### config.mk
export PLATFORM = sky130hd
export DESIGN_NAME = sct_seq_counter_flat
export DESIGN_NICKNAME = d
export VERILOG_FILES = /design/src/rtl/sct_seq_counter_if.sv /design/src/rtl/sct_seq_counter.sv /design/src/flat_wrapper.sv
export SDC_FILE = /design/constraint.sdc
export NUM_CORES = 1
export LEC_CHECK = 0
export BUFFER_PORTS_ARGS = -buffer_cell sky130_fd_sc_hd__buf_2
export CAP_MARGIN = 0
export CORE_ASPECT_RATIO = 1.1
export CORE_UTILIZATION = 30
export DETAILED_ROUTE_END_ITERATION = 8
export PLACE_DENSITY = 0.53
export SETUP_SLACK_MARGIN = 0.02
export SYNTH_ARGS = -nofsm -noshare
export SYNTH_HDL_FRONTEND = slang
export SYNTH_SLANG_ARGS = --single-unit
### constraint.sdc
create_clock -name clk -period 2.54 [get_ports clk]
set_clock_uncertainty 0.05 [all_clocks]
set_input_delay 0.254 -clock clk [delete_from_list [all_inputs] [get_ports clk]]
set_output_delay 0.254 -clock clk [all_outputs]
set_load 0.02 [all_outputs]
### src/rtl/sct_seq_counter_if.sv
// sct_seq_counter_if: control/status bundle between a sequencer and
// sct_seq_counter.
//   en       global enable (sequencer -> counter)
//   load     load request; aborts any run
//   load_val value captured on load, WIDTH bits
//   start    run request, honoured only when idle and enabled
//   up       direction sampled with start (1 = increment)
//   cnt      registered counter value (counter -> sequencer)
//   zero     cnt == 0, combinational from cnt
//   busy     registered, counter is running
//   done     registered one-cycle completion pulse
interface sct_seq_counter_if #(
  parameter int WIDTH = 8
) ();
  logic             en;
  logic             load;
  logic [WIDTH-1:0] load_val;
  logic             start;
  logic             up;
  logic [WIDTH-1:0] cnt;
  logic             zero;
  logic             busy;
  logic             done;

  modport master (
    output en, load, load_val, start, up,
    input  cnt, zero, busy, done
  );

  modport slave (
    input  en, load, load_val, start, up,
    output cnt, zero, busy, done
  );
endinterface

### src/rtl/sct_seq_counter.sv
// sct_seq_counter: WIDTH-bit loadable up/down counter with an IDLE/RUN/DONE
// run controller, global enable and terminal-count detection. With WRAP=1
// the counter reloads from the reload register at terminal count and keeps
// running, which makes it a periodic timer.
// Ports:
//   clk  rising-edge clock
//   rst  synchronous active-high reset
//   bus  sct_seq_counter_if slave modport (en, load, load_val, start, up in;
//        cnt, zero, busy, done out)
module sct_seq_counter #(
  parameter int WIDTH = 8,
  parameter int WRAP  = 0
) (
  input logic              clk,
  input logic              rst,
  sct_seq_counter_if.slave bus
);

  typedef enum logic [1:0] {
    ST_IDLE = 2'd0,
    ST_RUN  = 2'd1,
    ST_DONE = 2'd2
  } state_t;

  localparam logic [WIDTH-1:0] CNT_ZERO = {WIDTH{1'b0}};
  localparam logic [WIDTH-1:0] CNT_ONE  = {{(WIDTH-1){1'b0}}, 1'b1};
  localparam logic [WIDTH-1:0] CNT_MAX  = {WIDTH{1'b1}};

  state_t           state_q, state_d;
  logic [WIDTH-1:0] cnt_q, cnt_d;
  logic [WIDTH-1:0] reload_q, reload_d;
  logic             dir_q, dir_d;
  logic             done_q, done_d;
  logic             busy_q, busy_d;
  logic [WIDTH-1:0] term;

  // Terminal value follows the direction captured at start.
  always_comb begin
    if (dir_q) begin
      term = CNT_MAX;
    end else begin
      term = CNT_ZERO;
    end
  end

  // Next-state logic: load beats start beats counting; done defaults low so
  // it can only ever be a single-cycle pulse.
  always_comb begin
    state_d  = state_q;
    cnt_d    = cnt_q;
    reload_d = reload_q;
    dir_d    = dir_q;
    done_d   = 1'b0;
    if (bus.load) begin
      cnt_d    = bus.load_val;
      reload_d = bus.load_val;
      state_d  = ST_IDLE;
    end else begin
      case (state_q)
        ST_IDLE: begin
          // cnt is left untouched on the accepting edge
          if (bus.start && bus.en) begin
            dir_d   = bus.up;
            state_d = ST_RUN;
          end else begin
            state_d = ST_IDLE;
          end
        end
        ST_RUN: begin
          if (bus.en) begin
            if (cnt_q == term) begin
              done_d = 1'b1;
              if (WRAP != 0) begin
                cnt_d   = reload_q;
                state_d = ST_RUN;
              end else begin
                state_d = ST_DONE;
              end
            end else if (dir_q) begin
              cnt_d = cnt_q + CNT_ONE;
            end else begin
              cnt_d = cnt_q - CNT_ONE;
            end
          end else begin
            state_d = ST_RUN;
          end
        end
        ST_DONE: begin
          // start is deliberately ignored here
          state_d = ST_IDLE;
        end
        default: begin
          state_d = ST_IDLE;
        end
      endcase
    end
    // busy is registered from the next state so it tracks state == RUN
    busy_d = (state_d == ST_RUN);
  end

  // State and datapath registers with synchronous reset.
  always_ff @(posedge clk) begin
    if (rst) begin
      state_q  <= ST_IDLE;
      cnt_q    <= CNT_ZERO;
      reload_q <= CNT_ZERO;
      dir_q    <= 1'b0;
      done_q   <= 1'b0;
      busy_q   <= 1'b0;
    end else begin
      state_q  <= state_d;
      cnt_q    <= cnt_d;
      reload_q <= reload_d;
      dir_q    <= dir_d;
      done_q   <= done_d;
      busy_q   <= busy_d;
    end
  end

  assign bus.cnt  = cnt_q;
  assign bus.zero = (cnt_q == CNT_ZERO);
  assign bus.busy = busy_q;
  assign bus.done = done_q;

endmodule

### src/flat_wrapper.sv
// flat-port wrapper written by rule: the top's interface ports become plain ports
module sct_seq_counter_flat 
#(
  parameter int WIDTH = 8,
  parameter int WRAP  = 0
)
  (clk, rst, bus_en, bus_load, bus_load_val, bus_start, bus_up, bus_cnt, bus_zero, bus_busy, bus_done);
  sct_seq_counter_if #(.WIDTH(WIDTH)) bus_i ();
  input logic clk;
  input logic rst;
  input wire logic [$bits(bus_i.en)-1:0] bus_en;
  input wire logic [$bits(bus_i.load)-1:0] bus_load;
  input wire logic [$bits(bus_i.load_val)-1:0] bus_load_val;
  input wire logic [$bits(bus_i.start)-1:0] bus_start;
  input wire logic [$bits(bus_i.up)-1:0] bus_up;
  output wire logic [$bits(bus_i.cnt)-1:0] bus_cnt;
  output wire logic [$bits(bus_i.zero)-1:0] bus_zero;
  output wire logic [$bits(bus_i.busy)-1:0] bus_busy;
  output wire logic [$bits(bus_i.done)-1:0] bus_done;
  assign bus_i.en = bus_en;
  assign bus_i.load = bus_load;
  assign bus_i.load_val = bus_load_val;
  assign bus_i.start = bus_start;
  assign bus_i.up = bus_up;
  assign bus_cnt = bus_i.cnt;
  assign bus_zero = bus_i.zero;
  assign bus_busy = bus_i.busy;
  assign bus_done = bus_i.done;
  sct_seq_counter #(.WIDTH(WIDTH), .WRAP(WRAP)) u_core (.clk(clk), .rst(rst), .bus(bus_i));
endmodule
Yosys cells after proc, flatten, opt, wreduce, memory -nomap -nowiden. Index checks and enable logic that the tools add are counted.

Output and inout bits: 11. Register bits after elaboration: 13. Word-level logic and storage cells: 34.

$add $sub $neg: 2. Mux-type cells: 12. Bitwise gates (word level): 3. Reductions and logical operators: 8. Equality and inequality tests: 4.

Operators with widths (number): $mux 8 (6); $add 8x1->8 const B (1); $eq 8x8->1 (1); $logic_not 8->1 (1); $sub 8x1->8 const B (1); $mux 2 (3); $reduce_and 3->1 (2); $eq 2x1->1 const B (2); $pmux 2 s2 (1); $reduce_bool 2->1 (2); $reduce_or 4->1 (1); $not 1->1 (3); $logic_not 2->1 (1); $mux 1 (2); $ne 2x2->1 const B (1); $logic_and 1x1->1 (1).

Longest topological paths before layout.
Word-level depth: 7. Gate-level depth with buffers: 7. Depth with buffers taken out: 7.

Least setup slack after synthesis. Ideal clock, no wire load.

Path type: reg2reg. Start point: register u_core.dir_q. End point: register u_core.cnt_q[5] (netlist: u_core.bus.cnt[5]). Period minus slack after synthesis: 1.969 ns. Library setup time: 0.088 ns. Setup slack: 0.571 ns. Path buffers: 0. Cell stages (with the launch flop): 8. Arrival time: 1.831 ns. Path through: dfxtp_1 -> inv_1 -> ha_1 -> nand2_1 -> o31ai_1 -> xor2_1 -> nand2_1 -> a311oi_2.

Cells in the longest elaborated chain, start to end: 5. Elaborated cells between the ends (all ways): 9.

RTL lines: start, declared (line sct_seq_counter.sv:32) `logic dir_q, dir_d;`; start signal, assigned (line sct_seq_counter.sv:114) `dir_q <= dir_d;`; branches (longest 5 deep; another with $mux 8); end signal, assigned (line sct_seq_counter.sv:112) `cnt_q <= cnt_d;`; end, declared (line sct_seq_counter.sv:30) `logic [WIDTH-1:0] cnt_q, cnt_d;`.

Several ways; the timed one is not identified. The select of a mux whose other input is x is not followed. A chain may end at the register's enable or synchronous reset.

Worst setup path after layout. Ends and elaborated chain as after synthesis.

==> flow_summary_export.csv <==
group,metric,value,unit
critical_path,cpMaxStageDelayCell,"o31ai_1",
placement,dpl.hpwl,1.59,mm
global_route,grt_pass1_vias,783,
critical_path,reg2reg_from,"u_core.dir_q$_SDFFE_PP0P_",
die,io_pins,25,
clocking,post_cts_resized,0,
status,status,"completed",
flow_run,max-cap-violations,0,
global_route,grt_pass1_wl,3.56,mm
clocking,clkSinkCount,13,
die,design.core.area,2780,um2
yosys,synth.top_cell.area_share,29.5,%
yosys,synth_area_per_cell,9.09,um2
power,leakage,0.426,nW
die,dieArea,3160,um2
cells_and_area,most-common-layout-cells,"buf_2, dfxtp_1, nor2_1",
route,wl_per_cell,13.4,um
critical_path,cp.required,2.68,ns
power,p_seq_share,43.6,%
critical_path,crit_cells,7,
yosys,synthesis.area,882,um2
power,sw_frac_of_total,34.3,%
yosys,synthesis.instances,97,
yosys,synth_area_leaders,"dfxtp_1, ha_1, mux2i_1",
critical_path,critPathArrivalTime,2.43,ns
timing,hold_viol_final,0,
cells_and_area,syn2layout_area_growth,17.7,%
yosys,async_flop_share,0,%
cells_and_area,antenna_cells,0,
yosys,synth-main-ff-cell,"dfxtp_1",
clocking,cts_hold_buf,0,
power,intPower,0.345,mW
hold_path,whs_path_depth,3,
critical_path,critPathKind,"register to register",
die,die_y,58.9,um
timing,fin_crit,2.29,ns
power,p_switching,0.180,mW
global_route,grt_max_degree,14,
route,dr_total_vias,818,
critical_path,startpoint_type,"register",
yosys,yosys_warnings,0,
timing,drv_slew,0,
hold_path,min_path_type,"input port to register",
hold_path,hold_path_end,"u_core.bus.cnt[2]$_SDFFE_PP0P_",
critical_path,cpPeakStageDelay,0.52,ns
global_route,grt_use_total,15.6,%
yosys,synth_cell_types,36,
yosys,ys_seq_elements,13,
hold_path,min_from,"bus_load_val[2]",
yosys,synth_fp_nets,118,
clocking,htreeDepth,1,
timing,setup-tns-final,0,ns
global_route,antenna_found_initial,0,
die,initial_core_util,31.8,%
critical_path,critPathBufInv,1,
power,power_density,505,nW/um2
die,die_w,53.7,um
yosys,yosysTopAreaCell,"dfxtp_1",
timing,slew_headroom,64.1,%
placement,port_buffers,24,
critical_path,cp_top_family,"compound AO/OA/AOI/OAI gates",
power,ir_drop,0.226,mV
timing,final-setup-viol-count,0,
die,rows,20,
clocking,clk_path_buf_depth,2,
critical_path,worstPathMaxFanout,7,
route,postRouteAntennaNets,0,
critical_path,endpoint_kind,"register",
global_route,gr-total-overflow,0,
clocking,cts_tree,"yes",
timing,final.period_utilization,90.1,%
critical_path,worstPathCellList,"inv_1 -> ha_1 -> nand2_1 -> o31ai_1 -> xor2_1 -> nand2_1 -> a311oi_2",
placement,gp_congestion,0.748,
clocking,postCtsSetupRepairBufs,0,
cells_and_area,nets,144,
critical_path,r2r_cells,7,
route,avgViaCountPerCell,5.28,
timing,fmax,437,MHz
timing,final.setup.worst_slack,0.252,ns
critical_path,r2r_end,"u_core.bus.cnt[5]$_SDFFE_PP0P_",
cells_and_area,layout-drive-gt1-share,27.9,%
clocking,clkTransAtPathRegs,0.09,ns
critical_path,cp_common_cell,"nand2_1",
route,drt-pass1-iter-count,4,
route,drt_wl_total,2.07,mm
yosys,synth_edf_count,0,
route,drc,0,
placement,dp_slack,0.324,ns
critical_path,r2r_setup_slack,0.25,ns
route,drtIter0Drc,12,
timing,rsz0062_at_grt,"false",
clocking,clkLatencyLatePin,0.28,ns
clocking,root_buffer,"clkbuf_4",
clocking,cts_buffers,3,
power,clock_power_share,25.9,%
timing,tightestPinTransition,0.534,ns
yosys,seq_area_frac_synth,29.5,%
power,combPwrFrac,30.5,%
cells_and_area,final_common_cell,"buf_2",
[routing by layer]
| metal | GRT usage [%] | vias up | share of wire [%] |
|---|---|---|---|
| li1 | - | 409 | - |
| met1 | 20.6 | 387 | 45 |
| met2 | 24.0 | 18 | 50 |
| met3 | 1.55 | 4 | 2.5 |
| met4 | 9.02 | 0 | 2.1 |
| met5 | 0 | - | 0 |
[synth_stat cells, drive strengths merged (2+ instances only)]
master	instances
dfxtp	13
nor2	11
nand2	8
a211oi	6
ha	6
a21oi	4
inv	4
mux2i	4
xor2	4
clkbuf	3
o211ai	3
o21ai	3
xnor2	3
a2111oi	2
nand3	2
nand3b	2
nand4	2
nor4b	2
o21bai	2
or4	2
[tightest hold or removal path, stage by stage]
cell and delay (ns):
buf_2 0.09, nand2_1 0.05, a21oi_1 0.05
[kinds of logic (layout without fill, tap and decap cells)]
logic type / Yosys count / in the layout / share of synthesized area, %
compound gates: 25 / 25 / 22.3
xor+xnor: 7 / 7 / 6.95
fa+ha+maj: 7 / 7 / 10.8
buf+inv: 7 / 32 / 5.25
flops: 13 / 13 / 29.5
mux: 4 / 4 / 4.54
simple gates: 34 / 34 / 20.7
[final cells by class]
class                   instances  area (um2)
fillers                       302        1740
multi-input cells              77         576
flip-flops and latches         13         260
repair buffers                 24         120
well taps                      33        41.3
clock buffers                   4        26.3
inverters                       4        15.0
[registers in the layout (all words and copies together) (netlist names)]
register,count
u_core.bus.done,1
u_core.state_q,2
u_core.dir_q,1
u_core.bus.busy,1
u_core.bus.cnt,8
[per-stage QoR]
stage / util, % / instance area [um2] / instances / power [mW] / hold WS, ns
finish: 37.4 / 1040 / 155 / 0.525 / 0.167
global route: 37.4 / 1040 / 155 / 0.560 / 0.175
CTS: 37.4 / 1040 / 155 / 0.532 / 0.164
detailed placement: 36.4 / 1010 / 151 / 0.394 / 0.436
global placement: 36.4 / 1010 / 151 / 0.392 / 0.436
floorplan: - / 882 / 97 / 0.353 / 0.287
[power groups by stage]
stage	registers [mW]	clock network, mW	logic [mW]
after detailed placement	0.234	0	0.160
after global placement	0.234	0	0.158
final	0.229	0.136	0.160
after CTS	0.229	0.142	0.161
after floorplan	0.242	0	0.112
after global routing	0.231	0.150	0.179
[worst max-delay path by stage]
stage,startpoint,to,slack [ns]
4_1_cts,u_core.dir_q$_SDFFE_PP0P_,u_core.bus.cnt[5]$_SDFFE_PP0P_,0.29
3_3_place_gp,u_core.dir_q$_SDFFE_PP0P_,u_core.bus.cnt[5]$_SDFFE_PP0P_,0.42
2_1_floorplan,u_core.dir_q$_SDFFE_PP0P_,u_core.bus.cnt[5]$_SDFFE_PP0P_,0.57
5_1_grt,u_core.dir_q$_SDFFE_PP0P_,u_core.bus.cnt[5]$_SDFFE_PP0P_,0.06
6_report,u_core.dir_q$_SDFFE_PP0P_,u_core.bus.cnt[5]$_SDFFE_PP0P_,0.25
3_5_place_dp,u_core.dir_q$_SDFFE_PP0P_,u_core.bus.cnt[5]$_SDFFE_PP0P_,0.32
Note: power is estimated with default switching activity, not from simulation.
